===== src/rtl/uart_cmd_pkg.sv =====
// rtl/uart_cmd_pkg.sv - shared constants and encodings for the UART time/alarm command parser
package uart_cmd_pkg;

  localparam logic [7:0] ASCII_CR    = 8'h0D;
  localparam logic [7:0] ASCII_LF    = 8'h0A;
  localparam logic [7:0] ASCII_SPACE = 8'h20;
  localparam logic [7:0] ASCII_T_UP  = 8'h54;
  localparam logic [7:0] ASCII_T_LO  = 8'h74;
  localparam logic [7:0] ASCII_A_UP  = 8'h41;
  localparam logic [7:0] ASCII_A_LO  = 8'h61;
  localparam logic [7:0] ASCII_0     = 8'h30;
  localparam logic [7:0] ASCII_9     = 8'h39;

  typedef enum logic [1:0] {
    ERR_UNKNOWN_CMD   = 2'd0,
    ERR_BAD_CHAR      = 2'd1,
    ERR_RANGE         = 2'd2,
    ERR_FRAME_TIMEOUT = 2'd3
  } err_code_e;

  typedef enum logic [1:0] {
    ST_IDLE   = 2'd0,
    ST_DIGITS = 2'd1,
    ST_TERM   = 2'd2
  } state_e;

endpackage


===== src/rtl/bcd_time_range_check.sv =====
// rtl/bcd_time_range_check.sv - combinational range check of packed BCD hh:mm[:ss] digits
module bcd_time_range_check (
  input  logic [23:0] digits,
  input  logic        is_alarm,
  output logic        range_ok
);

  logic [3:0] h_tens, h_units, m_tens, s_tens;

  // An alarm only shifts in four digits, so its hh:mm sits in the low 16 bits.
  always_comb begin
    h_tens   = is_alarm ? digits[15:12] : digits[23:20];
    h_units  = is_alarm ? digits[11:8]  : digits[19:16];
    m_tens   = is_alarm ? digits[7:4]   : digits[15:12];
    s_tens   = digits[7:4];
    range_ok = (h_tens <= 4'd2) && ((h_tens != 4'd2) || (h_units <= 4'd3)) &&
               (m_tens <= 4'd5) && (is_alarm || (s_tens <= 4'd5));
  end

endmodule


===== src/rtl/uart_time_cmd_parser.sv =====
// rtl/uart_time_cmd_parser.sv - parses ASCII 'Thhmmss' / 'Ahhmm' commands into BCD commit pulses
module uart_time_cmd_parser
  import uart_cmd_pkg::*;
#(
  parameter int unsigned TIMEOUT_CYCLES = 50_000_000
) (
  input  logic       clk,
  input  logic       reset,
  input  logic [7:0] rx_data,
  input  logic       rx_valid,
  input  logic       framing_error,
  output logic [7:0] hours_bcd,
  output logic [7:0] minutes_bcd,
  output logic [7:0] seconds_bcd,
  output logic       set_time,
  output logic       set_alarm,
  output logic       cmd_error,
  output logic [1:0] err_code,
  output logic       busy
);

  localparam logic [31:0] TIMEOUT_LAST = 32'(TIMEOUT_CYCLES - 1);

  state_e      state, state_n;
  err_code_e   err_q, err_n;
  logic [2:0]  count, count_n;
  logic        is_alarm, is_alarm_n;
  logic [23:0] digits, digits_n;
  logic [7:0]  hours_n, minutes_n, seconds_n;
  logic        set_time_n, set_alarm_n, cmd_error_n;
  logic [31:0] tmo_cnt;
  logic        timeout_hit, is_digit, is_term, range_ok;
  logic [2:0]  need;

  bcd_time_range_check u_range (
    .digits   (digits),
    .is_alarm (is_alarm),
    .range_ok (range_ok)
  );

  assign need        = is_alarm ? 3'd4 : 3'd6;
  assign is_digit    = (rx_data >= ASCII_0) && (rx_data <= ASCII_9);
  assign is_term     = (rx_data == ASCII_CR) || (rx_data == ASCII_LF);
  assign timeout_hit = (TIMEOUT_CYCLES != 0) && (state != ST_IDLE) && (tmo_cnt == TIMEOUT_LAST);
  assign err_code    = err_q;
  assign busy        = (state != ST_IDLE);

  always_comb begin
    state_n     = state;
    count_n     = count;
    is_alarm_n  = is_alarm;
    digits_n    = digits;
    hours_n     = hours_bcd;
    minutes_n   = minutes_bcd;
    seconds_n   = seconds_bcd;
    set_time_n  = 1'b0;
    set_alarm_n = 1'b0;
    cmd_error_n = 1'b0;
    err_n       = err_q;
    // Framing errors outrank a same-cycle byte, which is simply dropped.
    if (framing_error) begin
      state_n     = ST_IDLE;
      cmd_error_n = 1'b1;
      err_n       = ERR_FRAME_TIMEOUT;
    end else if (rx_valid) begin
      case (state)
        ST_IDLE: begin
          if (rx_data == ASCII_T_UP || rx_data == ASCII_T_LO) begin
            state_n    = ST_DIGITS;
            is_alarm_n = 1'b0;
            count_n    = 3'd0;
          end else if (rx_data == ASCII_A_UP || rx_data == ASCII_A_LO) begin
            state_n    = ST_DIGITS;
            is_alarm_n = 1'b1;
            count_n    = 3'd0;
          end else if (!is_term && rx_data != ASCII_SPACE) begin
            cmd_error_n = 1'b1;
            err_n       = ERR_UNKNOWN_CMD;
          end
        end
        ST_DIGITS: begin
          if (is_digit) begin
            digits_n = {digits[19:0], rx_data[3:0]};
            count_n  = count + 3'd1;
            if (count + 3'd1 == need) state_n = ST_TERM;
          end else begin
            state_n     = ST_IDLE;
            cmd_error_n = 1'b1;
            err_n       = ERR_BAD_CHAR;
          end
        end
        ST_TERM: begin
          state_n = ST_IDLE;
          if (!is_term) begin
            cmd_error_n = 1'b1;
            err_n       = ERR_BAD_CHAR;
          end else if (!range_ok) begin
            cmd_error_n = 1'b1;
            err_n       = ERR_RANGE;
          end else if (is_alarm) begin
            hours_n     = digits[15:8];
            minutes_n   = digits[7:0];
            seconds_n   = 8'h00;
            set_alarm_n = 1'b1;
          end else begin
            hours_n    = digits[23:16];
            minutes_n  = digits[15:8];
            seconds_n  = digits[7:0];
            set_time_n = 1'b1;
          end
        end
        default: state_n = ST_IDLE;
      endcase
    end else if (timeout_hit) begin
      state_n     = ST_IDLE;
      cmd_error_n = 1'b1;
      err_n       = ERR_FRAME_TIMEOUT;
    end
  end

  always_ff @(posedge clk) begin
    if (reset) begin
      state       <= ST_IDLE;
      count       <= 3'd0;
      is_alarm    <= 1'b0;
      digits      <= 24'h0;
      hours_bcd   <= 8'h00;
      minutes_bcd <= 8'h00;
      seconds_bcd <= 8'h00;
      set_time    <= 1'b0;
      set_alarm   <= 1'b0;
      cmd_error   <= 1'b0;
      err_q       <= ERR_UNKNOWN_CMD;
    end else begin
      state       <= state_n;
      count       <= count_n;
      is_alarm    <= is_alarm_n;
      digits      <= digits_n;
      hours_bcd   <= hours_n;
      minutes_bcd <= minutes_n;
      seconds_bcd <= seconds_n;
      set_time    <= set_time_n;
      set_alarm   <= set_alarm_n;
      cmd_error   <= cmd_error_n;
      err_q       <= err_n;
    end
  end

  // Inter-byte gap counter; only runs while a command is in progress.
  always_ff @(posedge clk) begin
    if (reset || rx_valid || state == ST_IDLE || timeout_hit) begin
      tmo_cnt <= 32'd0;
    end else begin
      tmo_cnt <= tmo_cnt + 32'd1;
    end
  end

endmodule

===== config.mk =====
export PLATFORM = sky130hd
export DESIGN_NAME = uart_time_cmd_parser
export DESIGN_NICKNAME = d
export VERILOG_FILES = /design/src/rtl/uart_cmd_pkg.sv /design/src/rtl/bcd_time_range_check.sv /design/src/rtl/uart_time_cmd_parser.sv
export SDC_FILE = /design/constraint.sdc
export NUM_CORES = 1
export LEC_CHECK = 0
export CAP_MARGIN = 20
export CORE_AREA = 5 5 93 95
export DETAILED_ROUTE_END_ITERATION = 8
export DIE_AREA = 0 0 98 100
export DONT_BUFFER_PORTS = 1
export HOLD_SLACK_MARGIN = 0.05
export PLACE_DENSITY = 0.82
export SLEW_MARGIN = 20
export SYNTH_ARGS = -nofsm -noshare
export SYNTH_HDL_FRONTEND = slang
export SYNTH_SLANG_ARGS = --single-unit

===== constraint.sdc =====
create_clock -name clk -period 1.85 [get_ports clk]
set_input_delay 0.37 -clock clk [delete_from_list [all_inputs] [get_ports clk]]
set_output_delay 0.37 -clock clk [all_outputs]
set_load 0.1 [all_outputs]

After elaboration in Yosys (flattened, before gate mapping)
Cells that the tools add are included.

storage, ports and cells
  word-level logic and storage cells = 118
  input port bits = 12
  register bits = 91
  output and inout port bits = 30

cells by class
  mux-type cells = 42
  bitwise logic cells = 5
  reduce and logical (&&, ||, !) cells = 29
  eq/ne operators = 22
  add/subtract/negate cells = 2
  $lt $le $gt $ge = 6

operators by type and width
  cell                   number
  $add 32x1->32 const B  1
  $eq 32x26->1 const B   1
  $eq 8x7->1 const B     4
  $mux 2                 16
  $mux 8                 3
  $ne 4x4->1 const B     6
  $eq 8x4->1 const B     2
  $mux 1                 13
  $mux 4                 3
  $reduce_and 5->1       2
  $mux 3                 3
  $ge 8x6->1 const B     1
  $le 4x2->1 const B     2
  $le 4x3->1 const B     2
  $le 8x6->1 const B     1
  $logic_or 1x1->1       8
  $ne 8x6->1 const B     1
  $reduce_and 4->1       2
  $reduce_bool 2->1      4
  $reduce_and 7->1       1
  $logic_and 1x1->1      6
  $pmux 2 s3             1
  $pmux 3 s2             1
  $reduce_or 6->1        1
  other kinds (17)       21

Depth between registers and ports, before layout
  depth after elaboration = 11
  gate-level depth with buffers = 9
  mapped depth without buffers = 7

By module
A second synthesis with hierarchy kept.

unflattened totals
  cells, all modules = 495
  area, all modules = 4574.4 µm²

by module, submodules not included
  module                sequential area each (µm²)  times used  area an instance (µm²)  cells an instance
  uart_time_cmd_parser  1821.7                      1           4511.8                  485
  bcd_time_range_check  0.0                         1           62.6                    10

Least setup slack after synthesis
Ideal clock, no wire load.

  path type = register -> register
  from = register state[0]
  to = register err_q[0] (netlist: err_code[0])
  period minus slack after synthesis = 2.151 ns
  path slack = -0.301 ns
  path buffers = 1
  data required time = 1.738 ns
  arrival time = 2.039 ns
  setup time = 0.112 ns
  stages on the path, launching flop included = 8
  path through = dfxtp_1 inv_1 ha_1 clkbuf_1 inv_1 a31oi_1 nor4b_1 a2111oi_1

on the way
  cells in the longest elaborated chain, start to end = 4
  elaborated cells on any way between the ends = 16
  those cells by class = eq/ne: 8; mux: 3; reduce/logical: 5

RTL lines
  item                                line                         RTL
  start, declared                     uart_time_cmd_parser.sv:24   state_e state, state_n;
  start signal, assigned              uart_time_cmd_parser.sv:135  state <= state_n;
  $reduce_bool 2->1                   -
  named net busy                      uart_time_cmd_parser.sv:19   output logic busy
  $logic_and 1x1->1                   uart_time_cmd_parser.sv:44   assign timeout_hit = (TIMEOUT_CYCLES != 0) && (state != ST_IDLE) && (tmo_cnt == TIMEOUT_LAST);
  $reduce_bool 3->1 (no source line)  -
  $reduce_and 7->1 (no source line)   -
  end signal, assigned                uart_time_cmd_parser.sv:145  err_q <= err_n;
  end, declared                       uart_time_cmd_parser.sv:25   err_code_e err_q, err_n;

The timed path passes the listed nets, and every way through them passes these cells.
A chain may end at the register's enable or synchronous reset.

Final worst setup path
  from = register tmo_cnt[1]
  to = register tmo_cnt[5]

on the way
  cells in the longest elaborated chain, start to end = 3
  elaborated cells on any way between the ends = 4
  those cells by class = add/sub: 1; eq/ne: 1; reduce/logical: 2

RTL lines
  item                                                                   line                         RTL
  start, declared                                                        uart_time_cmd_parser.sv:31   logic [31:0] tmo_cnt;
  start signal, assigned                                                 uart_time_cmd_parser.sv:154  tmo_cnt <= tmo_cnt + 32'd1;
  parallel branches: the longest is 3 deep, another holds $add 32x1->32  -

Parallel ways; which one is timed is not known.

==> flow_metrics.env <==
export IMPL_worst_slew_pin_slew_ns=0.5610
export IMPL_die_area_sq_um=9800
export IMPL_grt_antenna_before_repair=0
export IMPL_port_buffers=0
export IMPL_cts_buffer_depth=2
export IMPL_hold_class="input port to flop"
export IMPL_multi_input_area_sq_um=2506
export IMPL_async_flop_share_pct=0
export IMPL_maxCapViolCount=0
export IMPL_layout_drive_gt1_share_pct=31.69
export IMPL_avgViaCountPerCell=5.916
export IMPL_synth_top_family_by_area="simple AND/OR/NAND/NOR gates"
export IMPL_rsz0062_at_grt="yes"
export IMPL_cts_max_level=3
export IMPL_setup_slack_ns=-0.1232
export IMPL_start_util_pct=56.33
export IMPL_post_layout_nonfiller_instances=692
export IMPL_gp_congestion=0.8472
export IMPL_final_max_slew_viol_count=0
export IMPL_wl_per_cell_um=17.98
export IMPL_startpoint_type="flop"
export IMPL_dp_cells=661
export IMPL_comb_power_share_pct=2.9
export IMPL_synthMuxAreaShare_pct=6.157
export IMPL_violations="negative setup slack"
export IMPL_seq_area_sq_um=1839
export IMPL_hold_viol=0
export IMPL_syn_to_final_growth_pct=32.97
export IMPL_coreArea_sq_um=7647
export IMPL_syn_inst=501
export IMPL_end_kind="flop"
export IMPL_p_seq_share_pct=52.0
export IMPL_maxSlewHeadroom_pct=62.35
export IMPL_reg2reg_from="tmo_cnt[1]"
export IMPL_num_io_pins=42
export IMPL_synth_adder_area_share_pct=1.743
export IMPL_clockPowerShare_pct=45.1
export IMPL_synthXorXnorAreaFrac_pct=6.303
export IMPL_syn_area_sq_um=4308
export IMPL_via_count=4094
export IMPL_final_nets=603
export IMPL_period_share_pct=106.7
export IMPL_grt_usage_pct=21.63
export IMPL_synthFlopType="dfxtp_1"
export IMPL_p_sw_uw=829.6
export IMPL_crit_path_start="tmo_cnt[1]"
export IMPL_die_h_um=100
export IMPL_critPathKind="flop to flop"
export IMPL_r2r_cells=7
export IMPL_internal_power_mw=2.946
export IMPL_drt_initial_drc_count=265
export IMPL_fin_crit_ns=1.973
export IMPL_ant_nets=0
export IMPL_yosysUniqueCellTypes=58
export IMPL_arrival_ns=2.23
export IMPL_cts_sinks=91
export IMPL_yosysWarnings=0
export IMPL_required_ns=2.11
export IMPL_syn_nets=519
export IMPL_crit_fanout=11
export IMPL_yosys_area_top_type="dfxtp_1"
export IMPL_drtPass1Iterations=6
export IMPL_ir_worst_vdd_v=0.0006182
export IMPL_crit_path_end="tmo_cnt[5]"
export IMPL_leakage_nw=2.017
export IMPL_synth_compound_area_share_pct=11.18
export IMPL_p_sw_share_pct=21.97
export IMPL_synth_edf_count=0
export IMPL_p_total_mw=3.776
export IMPL_yosys_area_share_simple_pct=27.65
export IMPL_r2r_end="tmo_cnt[5]"
export IMPL_fmax_ghz=0.5068
export IMPL_ys_top_cells_by_area="dfxtp_1 42%, nand2_1 6.0%, nor2_1 5.1%, xnor2_1 4.7%, a21oi_1 4.4%"
export IMPL_diodes=0
export IMPL_synth_top_area_share_pct=42.29
export IMPL_clock_latency_ns=0.38
export IMPL_clk_pin_slew_ns=0.10
export IMPL_synth_seq_cells=91
export IMPL_grt_pass1_vias=3795
export IMPL_status="finished with violations"
export IMPL_cts_tree="done"
export IMPL_syn_area_per_cell_sq_um=8.599
export IMPL_grt_start_max_net_pins=60
export IMPL_cts_root_buf="clkbuf_8"
export IMPL_fillers=464
export IMPL_pre_cts_slack_ns=-0.1149
export IMPL_fin_skew_ns=0.02271
export IMPL_die_w_um=98
export IMPL_r2r_slack_ns=-0.12
export IMPL_grt_ovfl_total=0
export IMPL_final_setup_viol_count=50
export IMPL_cts_buffers=9
export IMPL_dp_hpwl_mm=7.190
export IMPL_grt_pass1_wl_mm=17.41
export IMPL_power_density_nw_per_um2=659.2
export IMPL_ys_seq_area_share_pct=42.29
export IMPL_drc=0
export IMPL_rows=32
export IMPL_wl_mm=12.45
export IMPL_hold_buffers=0
placed cells by master, fill, tap and decap left out, types with 4 or more instances in the layout:
cell / n
buf_4: 88
dfxtp_1: 81
nand2_1: 69
nor2_1: 51
a21oi_1: 33
xnor2_1: 23
nor3_1: 14
nand3_1: 13
mux2_2: 12
mux2i_1: 12
inv_1: 10
clkbuf_8: 10
xor2_1: 8
nor3b_1: 8
nand3b_1: 8
dfxtp_2: 8
buf_12: 8
nor4_1: 7
nor2_2: 7
nand4_1: 6
nand2b_1: 6
a21oi_2: 6
and2_1: 6
o211ai_1: 4
o21ai_0: 4
ha_1: 4
critical path, stage by stage (launching register included):
cell and delay [ns]:
dfxtp_2 0.36, ha_4 0.14, nand4_1 0.12, or4_4 0.60
o31ai_4 0.21, or3_4 0.22, clkbuf_16 0.17, nor2_1 0.05
kinds of logic after synthesis:
| family | count (synthesis) |
|---|---|
| AND/OR/NAND/NOR | 231 |
| AO/OA/AOI/OAI | 75 |
| multiplexers | 25 |
| adder cells (fa/ha/maj) | 6 |
| flip-flops | 91 |
| XOR/XNOR | 31 |
| buffers and inverters | 42 |
power groups by stage:
| stage | Sequential [mW] | Combinational [mW] | Clock [mW] |
|---|---|---|---|
| CTS | 1.97 | 0.0958 | 1.71 |
| global placement | 2.01 | 0.0932 | 0 |
| detailed placement | 2.01 | 0.0950 | 0 |
| floorplan | 2.05 | 0.0555 | 0 |
| global route | 1.97 | 0.113 | 1.80 |
| finish | 1.96 | 0.108 | 1.70 |
synth_stat cells, types with 2 or more instances:
cell type   n
dfxtp_1    91
nand2_1    69
nor2_1     58
a21oi_1    38
xnor2_1    23
clkbuf_1   16
nor3_1     15
inv_1      13
mux2i_1    13
nand3_1    13
mux2_2     12
nand2b_1    9
nor4_1      9
nand3b_1    8
nor3b_1     8
xor2_1      8
and2_1      6
ha_1        6
nand4_1     6
buf_4       5
o21ai_0     5
a211oi_1    4
and4_1      4
nor2b_1     4
o211ai_1    4
or3_1       4
and3_1      3
and3b_1     3
buf_1       3
buf_6       3
nor4b_1     3
a2111oi_1   2
a211o_1     2
a22oi_1     2
a31oi_1     2
buf_2       2
o22ai_1     2
o2bb2ai_1   2
o31ai_1     2
cell type report:
cell class	count	share of cell area, %
Clock buffer	10	2.403
Clock inverter	6	2.031
Inverter	13	0.9174
Multi-Input combinational cell	368	43.75
Sequential cell	91	32.11
Tap cell	102	2.228
Timing Repair Buffer	102	16.56
how the worst min path moves through the flow:
| stage | start | end | slack (ns) | cells past startpoint |
|---|---|---|---|---|
| CTS | reset | is_alarm | 0.06 | 1 |
| global route | reset | seconds_bcd[4] | 0.06 | 1 |
| global placement | count[1] | count[1] | 0.44 | 2 |
| floorplan | tmo_cnt[0] | tmo_cnt[0] | 0.41 | 1 |
| detailed placement | digits[22] | digits[22] | 0.45 | 2 |
| finish | reset | count[1] | 0.07 | 1 |
timing repair:
action,CTS,global route
buffers inserted,3,7
resized for setup,9,47
cloned,2,3
pin swaps,10,15
setup endpoints to repair,53,58
per-layer routing:
metal / wire (um) / global-route usage (%) / share of wire, % / up-vias
li1: - / - / - / 1907
met1: 4833 / 25.69 / 39 / 1925
met2: 6242 / 37.23 / 50 / 216
met3: 923 / 5.490 / 7.4 / 46
met4: 446 / 9.159 / 3.6 / 0
met5: 0 / 0 / 0 / -
per-stage QoR:
step | hold WS [ns] | area, sq um | utilization, % | TNS (ns)
floorplan | 0.4141 | 4369 | - | -0.5246
detailed placement | 0.4481 | 5021 | 65.66 | -2.711
global route | 0.05551 | 5728 | 74.90 | -6.634
finish | 0.07426 | 5728 | 74.90 | -3.474
CTS | 0.05644 | 5401 | 70.63 | -0.8011
global placement | 0.4391 | 5021 | 65.66 | -0.3865
registers in the layout, summed over array words and instances, names as in the netlist:
register / flops
tmo_cnt: 32
digits: 24
hours_bcd: 8
minutes_bcd: 8
seconds_bcd: 8
count: 3
err_code: 2
state: 2
cmd_error: 1
is_alarm: 1
set_alarm: 1
set_time: 1
Note: power is estimated with default switching activity, not from simulation.
